--- src/rtl/fpu_req_agent.sv ---
// Initiator-side agent for the lane-parallel FPU dispatcher.
// Allocates a free tag per issued request, keeps per-tag metadata, matches
// FPU responses by tag and presents one registered response to commit.
module fpu_req_agent #(
   parameter int NUM_THREADS = 4,
   parameter int TAGW        = 2,
   parameter int META_W      = 16
) (
   input  logic                      clk,
   input  logic                      reset,

   input  logic                      req_valid,
   output logic                      req_ready,
   input  logic [3:0]                req_op,
   input  logic [2:0]                req_frm,
   input  logic [NUM_THREADS*32-1:0] req_dataa,
   input  logic [NUM_THREADS*32-1:0] req_datab,
   input  logic [NUM_THREADS*32-1:0] req_datac,
   input  logic [META_W-1:0]         req_meta,

   output logic                      fpu_valid_in,
   input  logic                      fpu_ready_in,
   output logic [TAGW-1:0]           fpu_tag_in,
   output logic [3:0]                fpu_op_type,
   output logic [2:0]                fpu_frm,
   output logic [NUM_THREADS*32-1:0] fpu_dataa,
   output logic [NUM_THREADS*32-1:0] fpu_datab,
   output logic [NUM_THREADS*32-1:0] fpu_datac,

   input  logic                      fpu_valid_out,
   output logic                      fpu_ready_out,
   input  logic [TAGW-1:0]           fpu_tag_out,
   input  logic [NUM_THREADS*32-1:0] fpu_result,
   input  logic                      fpu_has_fflags,
   input  logic [NUM_THREADS-1:0]    fpu_fflags_NV,
   input  logic [NUM_THREADS-1:0]    fpu_fflags_DZ,
   input  logic [NUM_THREADS-1:0]    fpu_fflags_OF,
   input  logic [NUM_THREADS-1:0]    fpu_fflags_UF,
   input  logic [NUM_THREADS-1:0]    fpu_fflags_NX,

   output logic                      rsp_valid,
   input  logic                      rsp_ready,
   output logic [META_W-1:0]         rsp_meta,
   output logic [NUM_THREADS*32-1:0] rsp_result,
   output logic                      rsp_has_fflags,
   output logic [4:0]                rsp_fflags,

   output logic [TAGW:0]             pending,
   output logic                      tag_err
);

   localparam int DEPTH = 1 << TAGW;

   logic [DEPTH-1:0]  busy_q;
   logic [DEPTH-1:0]  busy_next;
   logic [META_W-1:0] meta_table [DEPTH];
   logic [TAGW-1:0]   free_tag;
   logic              free_any;
   logic              alloc;
   logic              rsp_accept;
   logic              tag_hit;
   logic              capture;
   logic              drop;
   logic [4:0]        lane_flags;

   // Lowest-index free tag; scanning downward lets the lowest index win.
   always_comb begin
      free_tag = '0;
      for (int i = DEPTH - 1; i >= 0; i--) begin
         if (!busy_q[i]) free_tag = TAGW'(i);
      end
   end

   assign free_any     = ~&busy_q;
   assign fpu_valid_in = req_valid & free_any;
   assign req_ready    = fpu_ready_in & free_any;
   assign fpu_tag_in   = free_tag;
   assign fpu_op_type  = req_op;
   assign fpu_frm      = req_frm;
   assign fpu_dataa    = req_dataa;
   assign fpu_datab    = req_datab;
   assign fpu_datac    = req_datac;

   assign alloc         = req_valid & req_ready;
   assign fpu_ready_out = ~rsp_valid | rsp_ready;
   assign rsp_accept    = fpu_valid_out & fpu_ready_out;
   assign tag_hit       = busy_q[fpu_tag_out];
   assign capture       = rsp_accept & tag_hit;
   assign drop          = rsp_accept & ~tag_hit;

   assign lane_flags = {5{fpu_has_fflags}} &
                       {|fpu_fflags_NV, |fpu_fflags_DZ, |fpu_fflags_OF,
                        |fpu_fflags_UF, |fpu_fflags_NX};

   // Bitmap update; allocation picks from the pre-edge bitmap, so the tag
   // being released this cycle can never be the one being allocated.
   always_comb begin
      busy_next = busy_q;
      if (capture) busy_next[fpu_tag_out] = 1'b0;
      if (alloc)   busy_next[free_tag]    = 1'b1;
   end

   // Busy bitmap and outstanding count.
   always_ff @(posedge clk or negedge reset) begin
      if (!reset) begin
         busy_q  <= '0;
         pending <= '0;
      end else begin
         busy_q <= busy_next;
         case ({alloc, capture})
            2'b10:   pending <= pending + (TAGW+1)'(1);
            2'b01:   pending <= pending - (TAGW+1)'(1);
            default: pending <= pending;
         endcase
      end
   end

   // Metadata storage; only read back for tags that were written when allocated.
   always_ff @(posedge clk) begin
      if (alloc) meta_table[free_tag] <= req_meta;
   end

   // One-entry response register; capture and drain may share a cycle.
   always_ff @(posedge clk or negedge reset) begin
      if (!reset) begin
         rsp_valid      <= 1'b0;
         rsp_meta       <= '0;
         rsp_result     <= '0;
         rsp_has_fflags <= 1'b0;
         rsp_fflags     <= '0;
      end else if (capture) begin
         rsp_valid      <= 1'b1;
         rsp_meta       <= meta_table[fpu_tag_out];
         rsp_result     <= fpu_result;
         rsp_has_fflags <= fpu_has_fflags;
         rsp_fflags     <= lane_flags;
      end else if (rsp_ready) begin
         rsp_valid <= 1'b0;
      end
   end

   // Sticky error for responses carrying a tag that is not outstanding.
   always_ff @(posedge clk or negedge reset) begin
      if (!reset)    tag_err <= 1'b0;
      else if (drop) tag_err <= 1'b1;
   end

endmodule
--- config.mk ---
export PLATFORM = sky130hd
export DESIGN_NAME = fpu_req_agent
export DESIGN_NICKNAME = d
export VERILOG_FILES = /design/src/rtl/fpu_req_agent.sv
export SDC_FILE = /design/constraint.sdc
export NUM_CORES = 1
export LEC_CHECK = 0
export BUFFER_PORTS_ARGS = -buffer_cell sky130_fd_sc_hd__buf_2
export CAP_MARGIN = 15
export CORE_AREA = 2 2 439 441
export DETAILED_ROUTE_END_ITERATION = 8
export DIE_AREA = 0 0 441 443
export HOLD_SLACK_MARGIN = 0.1
export PLACE_DENSITY_LB_ADDON = 0.1
export REMOVE_ABC_BUFFERS = 1
export SYNTH_ARGS = -nofsm -noshare
export SYNTH_HDL_FRONTEND = slang
export SYNTH_SLANG_ARGS = --single-unit
--- constraint.sdc ---
create_clock -name clk -period 6.1 [get_ports clk]
set_input_delay 0.305 -clock clk [delete_from_list [all_inputs] [get_ports clk]]
set_output_delay 0.305 -clock clk [all_outputs]
set_load 0.005 [all_outputs]
=== Word level (Yosys, flattened, before mapping) ===
Memory sizes are Yosys's and may differ from the RTL's. A register that Yosys moved wholly into a read port is not among the register bits.
Cells that the tools add are included.

* Register bits: 143
* Latch bits: 0
* Bits in writable memories: 64
* Bits in read-only memories: 0
* Word-level logic and storage cells: 58
* Memories kept: 1

{| class="wikitable"
|+ Memories
! name !! words !! bits a word !! read ports !! clocked after memory_dff !! write ports !! line !! RTL
|-
| meta_table || 4 || 16 || 1 || 1 || 1 || 56 || <nowiki>logic [META_W-1:0] meta_table [DEPTH];</nowiki>
|}

* Add/sub/neg operators: 2
* Multipliers: 0
* Divide/modulo/power cells: 0
* $lt $le $gt $ge: 4
* Equality and inequality tests: 2
* Shifts and indexed selects: 0
* Multiplexer cells: 17
* Bitwise operators: 13
* Reductions and logical operators: 12

{| class="wikitable"
|+ Operator list
! operator !! count
|-
| OR reduction 4 bit || 5
|-
| two-way mux 2 bit || 4
|-
| two-way mux 4 bit || 2
|-
| two-way mux 1 bit || 7
|-
| AND 1 bit || 6
|-
| less-than comparator 2 x 3 -> 1 bit (second input constant) || 2
|-
| case mux 3 bit (2 select lines) || 1
|-
| AND 5 bit || 1
|-
| AND 4 bit || 1
|-
| demux 1 bit (select 2 bit) || 2
|-
| >= comparator 2 x 1 -> 1 bit (second input constant) || 2
|-
| inverter 4 bit || 1
|-
| OR 4 bit || 1
|-
| AND reduction 4 bit || 1
|-
| nonzero test 2 bit || 2
|-
| adder 3 x 1 -> 3 bit (second input constant) || 1
|-
| subtractor 3 x 1 -> 3 bit (second input constant) || 1
|-
| binary-select mux 1 bit (select 2 bit) || 1
|-
| equality test 2 x 1 -> 1 bit (second input constant) || 1
|-
| equality test 2 bit (second input constant) || 1
|-
| logical AND 1 bit || 2
|-
| logical NOT 1 bit || 2
|-
| inverter 1 bit || 2
|-
| OR 1 bit || 1
|}

=== Depth between registers and ports, before layout ===
Gate-level depths: netlist of run 1.

* Word-level depth: 10
* Gate-level depth with buffers: 11
* Mapped depth without buffers: 8

=== Worst setup path after synthesis of run 1 ===
No wires, ideal clock.

* Kind: flip-flop to flip-flop
* Start: register busy_q[2]
* End: register pending[2]
* Arrival: 2.329 ns
* Required time: 5.975 ns
* Path slack: 3.646 ns
* Cell stages (with the launch flop): 11
* Buffers on the path: 2
* Clock period less this slack: 2.454 ns
* Cell sequence: dfrtp_1 -> mux4_2 -> nand3_4 -> buf_12 -> buf_6 -> inv_1 -> ha_1 -> fa_1 -> xnor2_1 -> nor2_1 -> xor2_1

{| class="wikitable"
|+ RTL lines
! element !! line !! RTL
|-
| start: declaration || 54 || <nowiki>logic [DEPTH-1:0] busy_q;</nowiki>
|-
| start signal: assignment || 109 || <nowiki>busy_q <= busy_next;</nowiki>
|-
| binary-select mux 1 bit (select 2 bit) * || 87 || <nowiki>assign tag_hit = busy_q[fpu_tag_out];</nowiki>
|-
| two-way mux 1 bit (not written as such) * || 87 ||
|-
| AND 1 bit * || 88 || <nowiki>assign capture = rsp_accept & tag_hit;</nowiki>
|-
| via capture || 62 || <nowiki>logic capture;</nowiki>
|-
| equality test 2 x 1 -> 1 bit or equality test 2 bit (tied branches) || 110 || <nowiki>case ({alloc, capture})</nowiki>
|-
| case mux 3 bit (2 select lines) or nonzero test 2 bit (tied branches) || n/a ||
|-
| end signal: assignment || 111 || <nowiki>2'b10: pending <= pending + (TAGW+1)'(1);</nowiki>
|-
| end signal: assignment || 112 || <nowiki>2'b01: pending <= pending - (TAGW+1)'(1);</nowiki>
|-
| end signal: assignment || 113 || <nowiki>default: pending <= pending;</nowiki>
|-
| end: declaration || 48 || <nowiki>output logic [TAGW:0] pending,</nowiki>
|}

Mark *: on every way through the listed nets, which the timed path passes. The rest lies on a longest branch. The select of a mux whose other input is x is not followed.
A chain may end at the register's enable or synchronous reset.

=== Worst setup path after layout of run 1 ===
Same ends and word-level chain as after synthesis.

==> results of run 1 <==
## synthesized netlist by cell type (all sizes together) (3+ instances only)
cell type / count
mux2: 146
mux2i: 5
o41ai: 5
nor2: 3
clkbuf: 3
mux4: 17
inv: 7
nand2: 5
buf: 409
edfxtp: 64
dfrtp: 159
## where the power goes
part / switching [mW] / internal [mW]
Combinational: 1.26 / 0.939
Clock: 0.884 / 1.36
Sequential: 0.304 / 2.12
Total: 2.45 / 4.42
## cell families after synthesis
| group | share of synthesized area (%) |
|---|---|
| buffers and inverters | 27.6 |
| DFF | 51.7 |
| muxes | 18.2 |
| and+or+nand+nor | 1.17 |
| xor gates and xnor gates | 0.230 |
| AOI/OAI and AO/OA | 0.844 |
| adders and majority gates | 0.285 |
## worst reg2reg max path: stages (launching register included)
cell and delay, ps:
dfrtp_1 480, mux4_2 560, nand3_4 560, inv_1 130
ha_1 270, fa_1 390, xnor2_1 170, nor2_1 70
xor2_1 140
## placed cells by master, fill, tap and decap left out, drive strengths merged
cell type and n:
buf 342, dfrtp 159, mux2 146, dlygate4sd3 141
edfxtp 64, clkbuf 59, mux4 17, diode 10
inv 8, nand2 5, mux2i 5, o41ai 5
clkinv 5, nor2 3, nand2b 2, a21oi 2
a31oi 2, nand4b 2, a21o 2, nor3 2
and2 2, xnor2 2, bufinv 2, clkinvlp 2
nand3 2, a21boi 1, and3 1, and4 1
nor3b 1, nand4 1, xor2 1, o21bai 1
fa 1, ha 1
## repair_timing
action,CTS,global route
hold endpoints to repair,280,0
hold buffers,141,0
setup buffers,0,0
## sequential cells by signal, summed over array words and instances (netlist names)
| register | count |
|---|---|
| rsp_valid | 1 |
| busy_q | 4 |
| rsp_fflags | 5 |
| pending | 3 |
| rsp_has_fflags | 1 |
| rsp_result | 128 |
| rsp_meta | 16 |
| meta_table | 64 |
| tag_err | 1 |
## cell type report
type	count	area (um^2)	share of cell area, %
antenna	10	25.0	0.157
clock inverter	10	128	0.800
tap	2526	3160	19.8
sequential	223	5900	37.0
timing repair buffer	484	3180	19.9
clock buffer	58	1130	7.07
inverter	7	26.3	0.165
multi-input combinational	208	2410	15.1
## metrics by stage
stage / cells / util, % / power (mW)
after global routing: 3520 / 8.34 / 7.31
final: 3526 / 8.35 / 6.87
after CTS: 3516 / 8.34 / 7.15
after global placement: 3307 / 6.94 / 4.69
after detailed placement: 3307 / 6.94 / 4.69
after floorplan: 438 / - / 3.16
## per-layer routing
| metal | share of wire (%) | up-vias | global-route usage (%) |
|---|---|---|---|
| met2 | 47 | 2063 | 40.1 |
| met1 | 15 | 3890 | 10.4 |
| met4 | 2.2 | 24 | 4.45 |
| met5 | 1.5 | - | 13.3 |
| li1 | - | 2727 | - |
| met3 | 34 | 119 | 39.3 |
## final timing paths
kind,start,endpoint,slack [ps],cells after the start
max reg2reg,busy_q[2]$_DFF_PN0_,pending[2]$_DFFE_PN0P_,3220,8
max,busy_q[2]$_DFF_PN0_,pending[2]$_DFFE_PN0P_,3220,8
min in group asynchronous,reset,rsp_result[97]$_DFFE_PN0P_,370,2
min reg2reg,pending[2]$_DFFE_PN0P_,pending[2]$_DFFE_PN0P_,470,1
max in group asynchronous,reset,rsp_meta[5]$_DFFE_PN0P_,4190,3
min,fpu_result[104],rsp_result[104]$_DFFE_PN0P_,120,2
==> flow_summary.toml, run 1 <==
[worst_setup_path]
cp_slowest_cell = "mux4_2"
path_class = "reg2reg"
path_cells = "mux4_2, nand3_4, inv_1, ha_1, fa_1, xnor2_1, nor2_1, xor2_1"
cp_slowest_stage_delay_ps = 560
required_ps = 6560
critPathBufInv = 1
critPathMaxFanout = 36
cpLargestDelayFamily = "adder cells"
worstSetupStartpointType = "register"
worstSetupEndpointType = "register"
arrival_ps = 3340

[drt]
vias = 8823
wl_per_cell_um = 69.1
drtAntennaViolNets = 0
first_pass_iters = 4
drc = 0
drtIter0Drc = 752
wl_um = 244000
avgViaCountPerCell = 2.50

[placed_design]
gp_congestion = 1.11
place_ws_ps = 2690
port_buffers = 332
place_area_um2 = 13300
post-dp-hpwl_um = 227000

[final_layout]
drive_above_1_share_pct = 49.1
syn_to_final_growth_pct = 39.8
fin_area_um2 = 16000
n_fill_cell = 22025
fin_nets = 1528

[synthesis]
ys_warn_count = 0
ys_seq_area_share_pct = 51.7
yosys_most_used_dff = "dfrtp_1"
synth_top_cell_area_share_pct = 34.9
netlist_area_um2 = 11400
synth.area.top_cells = "dfrtp_1 35%, buf_4 26%, edfxtp_1 17%"
netlist.top_cell.by_area = "dfrtp_1"
syn_avg_cell_area_um2 = 13.4
synth.distinct_cells = 34
synth-seq-cells = 223
netlist_instances = 850
synth_edf_count = 64
synthArstFlopShare_pct = 71.3

[clock_tree]
clkSlewWorstSetupHoldPaths_ps = 60
cts_tree = "yes"
cts-htree-levels = 2
cts.sinks = 223
cts_buffers = 38
root_buffer = "clkbuf_16"
post_cts_resized = 0
clk_path_buf_depth = 3
clock_latency_ps = 580

[floorplan]
die_area_um2 = 195000
rows = 161
coreArea_um2 = 191000
die_w_um = 441
io_pins = 1115
die_h_um = 443
initial_core_util_pct = 5.97

[grt]
grt_max_degree = 92
antenna_found_initial = 32
grt_pass1_vias = 8217
grtUsageTotal_pct = 24.3
gr-total-overflow = 0
grt_pass1_wl_um = 264000

[sta]
fin_ws_ps = 3220
hold_slack_ps = 116
hold_viol = 0
finalCriticalPeriod_ps = 2880
setup_viol = 0
skew_ps = 39.7
worst_slew_pin_slew_ps = 1020
tns_ps = 0
rsz0062_at_grt = "no"
fmax_mhz = 347
post-route-period-util_pct = 47.2
slew_headroom_pct = 32.3
slew_violations = 0

[hold_path]
hold_class = "in2reg"

[pwr]
irDropWorstVdd_v = 0.000181
p_leak_nw = 5.96
p_per_area_nw_per_um2 = 430

[outcome]
status = "finished, final reports clean"

[flow_run]
maxCapViolCount = 0
No activity file was read; power rests on OpenSTA's default activity.
==> run 2: changes to the inputs <==
CORE_AREA = 2 2 429 431   (was 2 2 439 441)
DIE_AREA = 0 0 431 433   (was 0 0 441 443)
clock period = 2.4 ns   (was 6.1 ns; I/O delays follow)
==> flow_summary.toml, run 2 (synthesized netlist as in run 1, its figures left out) <==
[worst_setup_path]
critPathMaxFanout = 3
arrival_ps = 2690
worstSetupEndpointType = "register"
path_cells = "mux4_2, nand3_4, inv_1, ha_1, xnor2_1, dlygate4sd3_1"
cpLargestDelayFamily = "buffers and inverters"
required_ps = 2860
cp_slowest_cell = "dlygate4sd3_1"
cp_slowest_stage_delay_ps = 560
crit_start = "busy_q[3]$_DFF_PN0_"
reg2reg_from = "busy_q[3]$_DFF_PN0_"
worstSetupStartpointType = "register"
path_class = "reg2reg"
critPathBufInv = 2

[grt]
gr-total-overflow = 0
grt_pass1_vias = 8214
grtUsageTotal_pct = 25.6
grt_pass1_wl_um = 265000
antenna_found_initial = 34
grt_max_degree = 68

[clock_tree]
post_cts_buffers = 0
root_buffer = "clkbuf_16"
cts-htree-levels = 2
clock_latency_ps = 610
clk_path_buf_depth = 3
cts_buffers = 35
clkSlewWorstSetupHoldPaths_ps = 60
cts_tree = "yes"
post_cts_resized = 0
cts.sinks = 223
cts_hold_repair.buffers = 163

[sta]
slew_headroom_pct = 55.1
fmax_mhz = 450
hold_viol = 0
skew_ps = 38.4
post-route-period-util_pct = 92.6
setup_viol = 0
slew_violations = 0
rsz0062_at_grt = "no"
tns_ps = 0
hold_slack_ps = 165
fin_ws_ps = 178
finalCriticalPeriod_ps = 2220
worst_slew_pin_slew_ps = 674

[drt]
drc = 0
vias = 8974
drtIter0Drc = 828
wl_um = 245000
avgViaCountPerCell = 2.63
wl_per_cell_um = 71.8
first_pass_iters = 4
drtAntennaViolNets = 0

[floorplan]
initial_core_util_pct = 6.27
die_w_um = 431
die_h_um = 433
coreArea_um2 = 182000
die_area_um2 = 187000
rows = 157
io_pins = 1115

[final_layout]
mostFrequentLayoutCells = "331 x buf_2, 162 x dlygate4sd3_1, 159 x dfrtp_1"
drive_above_1_share_pct = 47.8
n_fill_cell = 20948
final_common_cell = "buf_2"
regMostFlops = "rsp_result"
syn_to_final_growth_pct = 40.0
largest_reg_flops = 128
top_regs = "rsp_result x128, meta_table x64, rsp_meta x16"
fin_nets = 1562

[hold_path]
worstHoldStart = "fpu_tag_out[0]"
hold_class = "in2reg"

[pwr]
p_per_area_nw_per_um2 = 1100
p_leak_nw = 6.05
power_mw = 17.5
irDropWorstVdd_v = 0.000381

[outcome]
status = "finished, final reports clean"

[placed_design]
post-dp-hpwl_um = 229000
place_ws_ps = 128
port_buffers = 332
gp_congestion = 1.17

[flow_run]
maxCapViolCount = 0
-- run 2: cell count changes in the layout (fill, tap and decap cells not counted), sizes merged --
cell | previous run | this run
dlygate4sd3 | 141 | 162
clkinvlp | 2 | 1
clkbuf | 59 | 49
clkinv | 5 | 11
buf | 342 | 358
bufinv | 2 | 1
-- run 2: power by group --
part           switching [mW]  internal, mW  leakage [nW]
logic                    3.78          2.54          3.08
registers               0.707          5.38          2.45
clock network            2.20          2.91         0.521
-- run 2: layout make-up --
class | count | area, um^2 | share of cell area [%]
inverters | 7 | 26.3 | 0.164
repair buffers | 521 | 3580 | 22.4
multi-input cells | 208 | 2380 | 14.9
flip-flops and latches | 223 | 5900 | 36.9
diodes | 10 | 25.0 | 0.157
clock buffers | 48 | 955 | 5.97
well taps | 2385 | 2980 | 18.7
clock inverters | 14 | 126 | 0.791
-- run 2: final timing paths --
kind | slack, ps | endpoint | depth (start not counted)
setup / recovery | 180 | pending[0]$_DFFE_PN0P_ | 6
hold reg to reg | 480 | pending[2]$_DFFE_PN0P_ | 1
hold / removal | 160 | tag_err$_DFFE_PN0P_ | 4
max in group asynchronous | 1790 | rsp_meta[0]$_DFFE_PN0P_ | 3
min in group asynchronous | 190 | rsp_result[21]$_DFFE_PN0P_ | 3
setup reg to reg | 180 | pending[0]$_DFFE_PN0P_ | 6
-- run 2: routing by layer --
layer	routed length [um]	part of all wire, %	GRT usage (%)
met2	119000	49	44.3
met5	3560	1.5	13.5
met3	82000	33	41.1
met1	33600	14	9.48
met4	6970	2.8	5.27
-- run 2: metrics by stage --
step                cells  instance area, um^2  util, %
global placement     3181                13200     7.26
CTS                  3406                16000     8.76
finish               3416                16000     8.77
floorplan             438                 8290        -
global route         3410                16000     8.77
detailed placement   3181                13200     7.26
-- run 2: worst reg2reg max path: stages (launching register included) --
cell,delay (ps)
dfrtp_1,370
mux4_2,520
nand3_4,110
inv_1,70
ha_1,350
xnor2_1,140
dlygate4sd3_1,560
==> run 3: changes to the inputs <==
REMOVE_ABC_BUFFERS = default   (was 1)
==> flow_summary.toml, run 3 (synthesized netlist as in run 1, its figures left out) <==
[final_layout]
mostFrequentLayoutCells = "331 x buf_2, 165 x dlygate4sd3_1, 159 x dfrtp_1"
layoutNonFillerInstCount = 3425
syn_to_final_growth_pct = 43.1
final_common_cell = "buf_2"
n_fill_cell = 20891
multi_input_area_um2 = 2390
drive_above_1_share_pct = 49.9
top_regs = "rsp_result x128, meta_table x64, rsp_meta x16"
regMostFlops = "rsp_result"
fin_area_um2 = 16300
fin_nets = 1570
seq_area_um2 = 5900
largest_reg_flops = 128

[grt]
grtUsageTotal_pct = 6.85
grt_pass1_vias = 7889
gr-total-overflow = 0
grt_max_degree = 53
grt_pass1_wl_um = 83600
antenna_found_initial = 14

[synthesis]
synthesis.nets = 1416

[sta]
tns_ps = 0
worst_slew_pin_slew_ps = 442
post-route-period-util_pct = 93.4
slew_headroom_pct = 70.5
skew_ps = 27.6
setup_viol = 0
rsz0062_at_grt = "no"
slew_violations = 0
fmax_mhz = 446
hold_viol = 0
finalCriticalPeriod_ps = 2240

[clock_tree]
clkSlewWorstSetupHoldPaths_ps = 50
clock_latency_ps = 640
cts.sinks = 223
root_buffer = "clkbuf_16"
post_cts_buffers = 0
cts_tree = "yes"
cts-htree-levels = 2
clk_path_buf_depth = 3
cts_buffers = 40

[floorplan]
coreArea_um2 = 182000
die_w_um = 431
rows = 157
io_pins = 1115
die_h_um = 433
initial_core_util_pct = 6.27
die_area_um2 = 187000

[worst_setup_path]
cp.depth = 5
worstSetupStartpointType = "register"
reg2reg_from = "busy_q[3]$_DFF_PN0_"
cp_slowest_cell = "dlygate4sd3_1"
arrival_ps = 2740
r2r_slack_ps = 160
critPathBufInv = 2
cpLargestDelayFamily = "buffers and inverters"
r2r_end = "rsp_valid$_DFFE_PN0P_"
cp_slowest_stage_delay_ps = 550
required_ps = 2900
setup.worst_path.end = "rsp_valid$_DFFE_PN0P_"
reg2regPathDepth = 5
path_cells = "mux4_2, nand2_1, dlygate4sd3_1, nand2_1, dlygate4sd3_1"
worstSetupEndpointType = "register"
crit_start = "busy_q[3]$_DFF_PN0_"
path_class = "reg2reg"
critPathMaxFanout = 3

[drt]
first_pass_iters = 3
drc = 0
wl_per_cell_um = 19.4
wl_um = 66400
avgViaCountPerCell = 2.06
drtIter0Drc = 188
drtAntennaViolNets = 0
vias = 7060

[pwr]
irDropWorstVdd_v = 0.000526
p_leak_nw = 6.24
p_per_area_nw_per_um2 = 1090

[outcome]
status = "finished, final reports clean"

[placed_design]
gp_congestion = 0.620
place_area_um2 = 13200
dp.cells = 3181
post-dp-hpwl_um = 53300
port_buffers = 332

[hold_path]
hold_class = "in2reg"

[flow_run]
maxCapViolCount = 0
-- run 3: where the power goes --
part	switching [mW]	total, mW	internal, mW
registers	0.813	6.20	5.38
logic	2.75	5.30	2.55
clock network	2.49	6.25	3.76
-- run 3: worst min path at each step --
stage	startpoint	end	slack (ps)	cells after the start
3_5_place_dp	reset	rsp_result[92]$_DFFE_PN0P_	70	1
3_3_place_gp	reset	rsp_result[92]$_DFFE_PN0P_	80	1
5_1_grt	fpu_result[11]	rsp_result[11]$_DFFE_PN0P_	190	3
6_report	rsp_ready	tag_err$_DFFE_PN0P_	170	5
2_1_floorplan	reset	busy_q[0]$_DFF_PN0_	-180	0
4_1_cts	rsp_ready	tag_err$_DFFE_PN0P_	110	5
-- run 3: per-stage QoR --
step                      setup slack, ps  hold slack (ps)  total power, mW  utilization [%]
final                                 159              175             17.7             8.97
after global routing                 71.2              188             19.2             8.97
after CTS                             145              109             18.7             8.97
after detailed placement              188             74.1             11.7             7.27
after global placement                176             78.0             11.7             7.27
after floorplan                      23.5             -176             8.68                -
-- run 3: worst min-delay path: cells and delay by family --
kind / cells / cell delay, ps
AND/OR/NAND/NOR: 2 / 260
buffers and inverters: 2 / 300
AO/OA/AOI/OAI: 1 / 70
-- run 3: area by class of cell --
cell class                      instances  area share, %
Sequential cell                       223           36.1
Timing Repair Buffer                  524           22.2
Tap cell                             2385           18.3
Multi-Input combinational cell        208           14.6
Clock buffer                           55           7.40
Clock inverter                         19           1.24
Inverter                                7          0.161
Antenna cell                            4         0.0613
-- run 3: timing repair --
item | 4_1_cts | 5_1_grt
resized for setup | 0 | 0
hold endpoints to repair | 368 | 0
hold buffers | 166 | 0
-- run 3: per-layer routing --
| layer | track usage [%] | part of all wire [%] | vias to the layer above |
|---|---|---|---|
| met1 | 6.47 | 33 | 3405 |
| met2 | 10.2 | 44 | 646 |
| li1 | - | - | 2816 |
| met5 | 1.51 | 0.62 | - |
| met3 | 6.14 | 19 | 185 |
| met4 | 2.92 | 3.7 | 8 |
